===== config.mk =====
export PLATFORM = sky130hd
export DESIGN_NAME = red_pitaya_pid_slew
export DESIGN_NICKNAME = d
export VERILOG_FILES = /design/src/rtl/red_pitaya_pid_pkg.sv /design/src/rtl/red_pitaya_slew_step.sv /design/src/rtl/red_pitaya_pid_slew.sv
export SDC_FILE = /design/constraint.sdc
export NUM_CORES = 1
export LEC_CHECK = 0
export ABC_AREA = 1
export BUFFER_PORTS_ARGS = -buffer_cell sky130_fd_sc_hd__buf_2
export CORE_MARGIN = 2
export CORE_UTILIZATION = 45
export CTS_BUF_LIST = sky130_fd_sc_hd__clkbuf_8
export CTS_CLUSTER_DIAMETER = 30
export DETAILED_ROUTE_END_ITERATION = 12
export PLACE_DENSITY_LB_ADDON = 0.05
export SLEW_MARGIN = 20
export SYNTH_ARGS = -nofsm -noshare
export SYNTH_HDL_FRONTEND = slang
export SYNTH_SLANG_ARGS = --single-unit

===== constraint.sdc =====
create_clock -name clk -period 7.1 [get_ports clk]
set_input_delay 1.065 -clock clk [delete_from_list [all_inputs] [get_ports clk]]
set_output_delay 1.065 -clock clk [all_outputs]
set_load 0.03 [all_outputs]

===== src/rtl/red_pitaya_pid_pkg.sv =====
// -----------------------------------------------------------------------------
// red_pitaya_pid_pkg
// Shared types for the PID output conditioning (slew) stage.
//   PID_DW       : default signed sample width
//   slew_state_t : PARK / TRACK / HOLD / RAMP_DN state encoding (2 bit)
//   dto_t        : signed DAC sample at the default width
//   sat_inc32    : saturating 32-bit increment used by the statistics counters
// -----------------------------------------------------------------------------
package red_pitaya_pid_pkg;

    localparam int PID_DW = 14;

    localparam logic [31:0] CNT_MAX = 32'hFFFF_FFFF;

    typedef enum logic [1:0] {
        PARK    = 2'd0,
        TRACK   = 2'd1,
        HOLD    = 2'd2,
        RAMP_DN = 2'd3
    } slew_state_t;

    typedef logic signed [PID_DW-1:0] dto_t;

    // Counter increment that sticks at all-ones instead of wrapping to zero.
    function automatic logic [31:0] sat_inc32(input logic [31:0] val);
        logic [31:0] res;
        if (val == CNT_MAX) begin
            res = val;
        end else begin
            res = val + 32'd1;
        end
        return res;
    endfunction

endpackage


===== src/rtl/red_pitaya_slew_step.sv =====
// -----------------------------------------------------------------------------
// red_pitaya_slew_step
// Combinational clamp + slew-step datapath for one output channel.
//   track  in  1   1: target is din clamped to [lo,hi]; 0: target is alt
//   din    in  DW  PID sample (signed)
//   lo/hi  in  DW  clamp window (signed); lo>hi forces target = lo
//   alt    in  DW  target when not tracking (park value or current output)
//   cur    in  DW  current output sample (signed)
//   step   in  DW-1 max |delta| per sample, 0 disables slew limiting
//   nxt    out DW  next output sample, always between cur and target
//   clamp  out 1   din was outside the window while tracking
//   slew   out 1   |target-cur| exceeded a non-zero step
// -----------------------------------------------------------------------------
module red_pitaya_slew_step #(
    parameter int DW = 14
) (
    input  logic                 track,
    input  logic signed [DW-1:0] din,
    input  logic signed [DW-1:0] lo,
    input  logic signed [DW-1:0] hi,
    input  logic signed [DW-1:0] alt,
    input  logic signed [DW-1:0] cur,
    input  logic        [DW-2:0] step,
    output logic signed [DW-1:0] nxt,
    output logic                 clamp,
    output logic                 slew
);

    logic signed [DW-1:0] tgt_s;
    logic signed [DW:0]   tgt_x_s;
    logic signed [DW:0]   cur_x_s;
    logic signed [DW:0]   step_x_s;
    logic signed [DW:0]   diff_s;
    logic signed [DW:0]   sum_s;

    // Target selection and window clamp; an inverted window pins to lo.
    always_comb begin
        tgt_s = alt;
        clamp = 1'b0;
        if (track) begin
            if (lo > hi) begin
                tgt_s = lo;
                clamp = 1'b1;
            end else if (din < lo) begin
                tgt_s = lo;
                clamp = 1'b1;
            end else if (din > hi) begin
                tgt_s = hi;
                clamp = 1'b1;
            end else begin
                tgt_s = din;
                clamp = 1'b0;
            end
        end else begin
            tgt_s = alt;
            clamp = 1'b0;
        end
    end

    // Step limiter; difference is formed one bit wider so it cannot wrap.
    always_comb begin
        tgt_x_s  = {tgt_s[DW-1], tgt_s};
        cur_x_s  = {cur[DW-1], cur};
        step_x_s = {2'b00, step};
        diff_s   = tgt_x_s - cur_x_s;
        sum_s    = tgt_x_s;
        nxt      = tgt_s;
        slew     = 1'b0;
        if (step == {(DW-1){1'b0}}) begin
            nxt  = tgt_s;
            slew = 1'b0;
        end else if (diff_s > step_x_s) begin
            sum_s = cur_x_s + step_x_s;
            nxt   = sum_s[DW-1:0];
            slew  = 1'b1;
        end else if (diff_s < -step_x_s) begin
            sum_s = cur_x_s - step_x_s;
            nxt   = sum_s[DW-1:0];
            slew  = 1'b1;
        end else begin
            nxt  = tgt_s;
            slew = 1'b0;
        end
    end

endmodule


===== src/rtl/red_pitaya_pid_slew.sv =====
// -----------------------------------------------------------------------------
// red_pitaya_pid_slew
// Output conditioning stage between a PID output channel and the DAC stream.
// Clamps each sample to [cfg_lo,cfg_hi], limits per-sample change to cfg_step
// and sequences PARK/TRACK/HOLD/RAMP_DN so the actuator never jumps.
//   clk, rstn (synchronous, active-low)
//   sti_*     : AXI-stream style input (tdata signed DW)
//   sto_*     : AXI-stream style output, single register stage, latency 1
//   cfg_*     : enable, hold, window, park value, step (sampled on acceptance)
//   sts_state : current state, sts_clamp / sts_slew : one-cycle event flags
// Build option PID_SLEW_STAT_EN adds cfg_cnt_clr, sts_cnt_clamp and
// sts_cnt_slew (saturating event counters, clear wins over increment).
// -----------------------------------------------------------------------------
module red_pitaya_pid_slew
    import red_pitaya_pid_pkg::*;
#(
    parameter int DW = PID_DW
) (
    input  logic                 clk,
    input  logic                 rstn,
    input  logic signed [DW-1:0] sti_tdata,
    input  logic                 sti_tvalid,
    output logic                 sti_tready,
    output logic signed [DW-1:0] sto_tdata,
    output logic                 sto_tvalid,
    input  logic                 sto_tready,
    input  logic                 cfg_en,
    input  logic                 cfg_hold,
    input  logic signed [DW-1:0] cfg_lo,
    input  logic signed [DW-1:0] cfg_hi,
    input  logic signed [DW-1:0] cfg_park,
    input  logic        [DW-2:0] cfg_step,
    output logic        [1:0]    sts_state,
    output logic                 sts_clamp,
    output logic                 sts_slew
`ifdef PID_SLEW_STAT_EN
    ,
    input  logic                 cfg_cnt_clr,
    output logic        [31:0]   sts_cnt_clamp,
    output logic        [31:0]   sts_cnt_slew
`endif
);

    slew_state_t          state_r;
    slew_state_t          state_pre_s;
    slew_state_t          state_nxt_s;
    logic                 accept_s;
    logic signed [DW-1:0] alt_s;
    logic signed [DW-1:0] nxt_s;
    logic                 clamp_s;
    logic                 slew_s;

    assign sti_tready = !sto_tvalid | sto_tready;
    assign accept_s   = sti_tvalid & sti_tready;
    assign sts_state  = state_r;

    // Enable/hold transitions; the resulting state selects this sample's target.
    always_comb begin
        state_pre_s = state_r;
        case (state_r)
            PARK: begin
                if (cfg_en) begin
                    state_pre_s = TRACK;
                end else begin
                    state_pre_s = PARK;
                end
            end
            TRACK: begin
                if (!cfg_en) begin
                    state_pre_s = RAMP_DN;
                end else if (cfg_hold) begin
                    state_pre_s = HOLD;
                end else begin
                    state_pre_s = TRACK;
                end
            end
            HOLD: begin
                if (!cfg_en) begin
                    state_pre_s = RAMP_DN;
                end else if (!cfg_hold) begin
                    state_pre_s = TRACK;
                end else begin
                    state_pre_s = HOLD;
                end
            end
            RAMP_DN: begin
                if (cfg_en) begin
                    state_pre_s = TRACK;
                end else begin
                    state_pre_s = RAMP_DN;
                end
            end
            default: begin
                state_pre_s = PARK;
            end
        endcase
    end

    // HOLD freezes at the current output; PARK/RAMP_DN head for the park value.
    always_comb begin
        if (state_pre_s == HOLD) begin
            alt_s = sto_tdata;
        end else begin
            alt_s = cfg_park;
        end
    end

    red_pitaya_slew_step #(
        .DW (DW)
    ) u_step (
        .track (state_pre_s == TRACK),
        .din   (sti_tdata),
        .lo    (cfg_lo),
        .hi    (cfg_hi),
        .alt   (alt_s),
        .cur   (sto_tdata),
        .step  (cfg_step),
        .nxt   (nxt_s),
        .clamp (clamp_s),
        .slew  (slew_s)
    );

    // Ramp-down completes on the sample that lands on the park value.
    always_comb begin
        state_nxt_s = state_r;
        if (accept_s) begin
            if ((state_pre_s == RAMP_DN) && (nxt_s == cfg_park)) begin
                state_nxt_s = PARK;
            end else begin
                state_nxt_s = state_pre_s;
            end
        end else begin
            state_nxt_s = state_r;
        end
    end

    // State register.
    always_ff @(posedge clk) begin
        if (!rstn) begin
            state_r <= PARK;
        end else begin
            state_r <= state_nxt_s;
        end
    end

    // Output register, handshake and one-cycle status flags.
    always_ff @(posedge clk) begin
        if (!rstn) begin
            sto_tvalid <= 1'b0;
            sto_tdata  <= {DW{1'b0}};
            sts_clamp  <= 1'b0;
            sts_slew   <= 1'b0;
        end else if (accept_s) begin
            sto_tvalid <= 1'b1;
            sto_tdata  <= nxt_s;
            sts_clamp  <= clamp_s;
            sts_slew   <= slew_s;
        end else begin
            if (sto_tready) begin
                sto_tvalid <= 1'b0;
            end
            sts_clamp <= 1'b0;
            sts_slew  <= 1'b0;
        end
    end

`ifdef PID_SLEW_STAT_EN
    // Saturating event counters; clear takes priority over a pending event.
    always_ff @(posedge clk) begin
        if (!rstn) begin
            sts_cnt_clamp <= 32'd0;
            sts_cnt_slew  <= 32'd0;
        end else if (cfg_cnt_clr) begin
            sts_cnt_clamp <= 32'd0;
            sts_cnt_slew  <= 32'd0;
        end else begin
            if (sts_clamp) begin
                sts_cnt_clamp <= sat_inc32(sts_cnt_clamp);
            end
            if (sts_slew) begin
                sts_cnt_slew <= sat_inc32(sts_cnt_slew);
            end
        end
    end
`endif

endmodule


==> results.cfg <==
[power_and_ir_drop]
combinationalPowerShare = 0.899
switchingPower_w = 0.00153
power_w = 0.00260
swShare = 0.590
seq_power_share = 0.070
p_int_w = 0.00107
p_leak_nw = 4.08
vdd_ir_drop_max_v = 0.000131
pwr-share-clk = 0.031
power_density_mw_per_mm2 = 372

[sta]
timing.hold.ws_ns = 0.532
max_slew.worst_pin.slew_ns = 0.676
period_share = 0.918
fmax_mhz = 153
fin_crit_ns = 6.51
slew_viol_final = 0
hold_viol_final = 0
skew_ns = 0.00336
slew_headroom = 0.546
finalSetupViolations = 0

[placed_design]
place_congestion = 0.918
io_buffers = 94
dp_hpwl_um = 15400

[synth]
synth_cell_types = 43
synthTopCellsByArea = ha_1 23%, nand2_1 17%, inv_1 11%, a21oi_1 8.7%, dfxtp_1 6.4%
netlist.area_leader.share = 0.227
synthFlopType = dfxtp_1
yosys-top-cells-count = 262 x nand2_1, 168 x inv_1, 107 x ha_1, 102 x a21oi_1, 80 x nor2_1
ys_ff_latch = 19
synth-async-reset-ratio = 0
synthesis.nets = 1203
synth_edf_count = 0
yosysSeqAreaShare = 0.0645
yosysWarningCount = 0
syn_area_mm2 = 0.00590
netlist_instances = 1018
netlist.top_cell.by_area = ha_1
synth.most_common_cell = nand2_1
synth.avg_cell_area_um2 = 5.80

[worst_setup_path]
slowest_delay_ns = 0.36
cpMaxStageDelayCell = ha_1
ff2ff_path_depth = 44
start_kind = input pin
cp_max_fo = 10
r2r_end = sts_state[1]
critPathTopFamily = simple AND/OR/NAND/NOR gates
worstPathRequired_ns = 7.24
worst-path-buf-inv = 7
cpMostUsedCell = nand2_1
end_kind = flop
reg2reg_setup_slack_ns = 1.21
critical_path_arrival_ns = 6.65
worstSetupPathType = input pin to flop
rr_startpoint = sts_state[0]

[worst_hold_path]
hold_end = sts_state[1]
holdPathStages = 2
hold_class = flop to flop
hold_start = sts_state[1]

[routing]
drc = 0
met1_length_um = 8140
vias = 6672
wl_met2_um = 8820
wirelength_um = 18100
route.met3.wl_um = 664
antenna_left = 0
initialDrtViolationCount = 392
top_layer_used = met5
viasPerCell = 5.09
wl_per_cell_um = 13.8
firstDrtPassIters = 6

[floorplanning]
rows = 41
num_io_pins = 95
die_h_um = 119
coreArea_mm2 = 0.0127
start_util = 0.464
die_x_um = 119
dieArea_mm2 = 0.0140

[clocking]
clk_pin_slew_worst_paths_ns = 0.08
cts_buffer_depth = 2
cts_buffers = 3
cts_root_buf = clkbuf_8
holdBufCountCts = 0
cts.sinks = 19
clkLatencyLatePin_ns = 0.27
cts_tree = yes
htreeDepth = 1

[layout]
fillers = 1398
final_core_util = 0.550
drive_gt1_frac = 0.161
synthToLayoutAreaGrowth_pct = 18.6
nets = 1326
antenna_cells = 0

[grt]
grt_pass1_vias = 6432
grt_pass1_wl_um = 30200
antenna_found_initial = 1
overflow = 0
grt_usage = 0.259
grt_max_degree = 36

[status]
outcome = completed

[run]
maxCapViolCount = 0
## worst min-delay path, cell delays in order, from the launching register on
cell and delay [ns]:
dfxtp_1 0.35, nand2_1 0.08, a21oi_1 0.06
## worst max path at each step
| stage | start | end | cells after the start |
|---|---|---|---|
| floorplan | cfg_hi[11] | sts_state[0] | 46 |
| global route | cfg_hi[7] | sts_state[1] | 50 |
| CTS | cfg_hi[11] | sts_state[1] | 47 |
| finish | sti_tdata[9] | sts_state[1] | 47 |
| detailed placement | cfg_hi[11] | sts_state[0] | 47 |
| global placement | cfg_hi[11] | sts_state[0] | 47 |
## layout by cell type, fill, tap and decap left out, types with 2 or more instances in the layout
master,instances
nand2_1,258
inv_1,168
ha_1,104
a21oi_1,97
buf_2,94
nor2_1,79
nand3_1,63
o21ai_0,52
buf_4,43
xor2_1,30
dfxtp_1,19
nand4_1,18
nor3_1,16
a21oi_2,7
nand2_2,7
xnor2_1,7
a31oi_1,5
o21a_1,4
nand3b_1,4
o31ai_1,4
a211oi_1,4
nand2_4,4
o21ai_1,4
inv_2,4
a21o_1,4
o21bai_1,4
o21ai_2,3
nor2_2,3
nand3_2,3
clkinv_1,3
fa_1,3
ha_4,3
clkbuf_8,3
a21boi_0,2
nand3_4,2
or2_2,2
## power by group through the flow
stage / registers (W) / logic, W / clock network [W]
6_report: 0.000183 / 0.00234 / 0.0000803
5_1_grt: 0.000191 / 0.00265 / 0.0000858
4_1_cts: 0.000185 / 0.00225 / 0.0000816
3_5_place_dp: 0.000187 / 0.00223 / 0
3_3_place_gp: 0.000187 / 0.00223 / 0
2_1_floorplan: 0.000227 / 0.00152 / 0
## final cells by class
cell class                      instances  area (µm²)  share of cell area
Clock buffer                            3        41.3             0.00590
Tap cell                              172         215              0.0308
Timing Repair Buffer                  138         805               0.115
Clock inverter                          1        3.75            0.000537
Sequential cell                        19         380              0.0544
Multi-Input combinational cell        805        4900               0.700
Inverter                              174         653              0.0934
## logic make-up (layout without fill, tap and decap cells)
group | after synthesis | count (layout) | synth area share
AOI/OAI and AO/OA | 195 | 195 | 0.180
xor gates and xnor gates | 37 | 37 | 0.0549
adders and majority gates | 110 | 110 | 0.237
buffers and inverters | 195 | 316 | 0.129
DFF | 19 | 19 | 0.0645
and+or+nand+nor | 462 | 463 | 0.335
## flip-flops by register name (all words and copies together) (netlist names)
register and cells:
sts_state 2, sto_tvalid 1, sts_slew 1, sto_tdata 14, sts_clamp 1
## through the flow
stage | cell area, µm² | worst slack (ns) | std cells | TNS [ns]
after floorplan | 5900 | 1.12 | 1018 | 0
after global placement | 6810 | -0.100 | 1307 | -0.198
after detailed placement | 6810 | -0.192 | 1307 | -0.382
after CTS | 6860 | 0.0917 | 1311 | 0
after global routing | 7000 | -0.0157 | 1312 | -0.0296
final | 7000 | 0.585 | 1312 | 0
## routing by layer
| layer | GRT usage | vias up |
|---|---|---|
| met3 | 0.0208 | 31 |
| met4 | 0.0766 | 2 |
| met2 | 0.471 | 155 |
| li1 | - | 3572 |
| met1 | 0.324 | 2912 |
| met5 | 0 | - |
## timing repair
item	in CTS	in global routing
endpoints found under the setup margin	0	9
setup buffers	0	0
gates resized for setup	0	27
No activity file was read; power rests on OpenSTA's default activity.
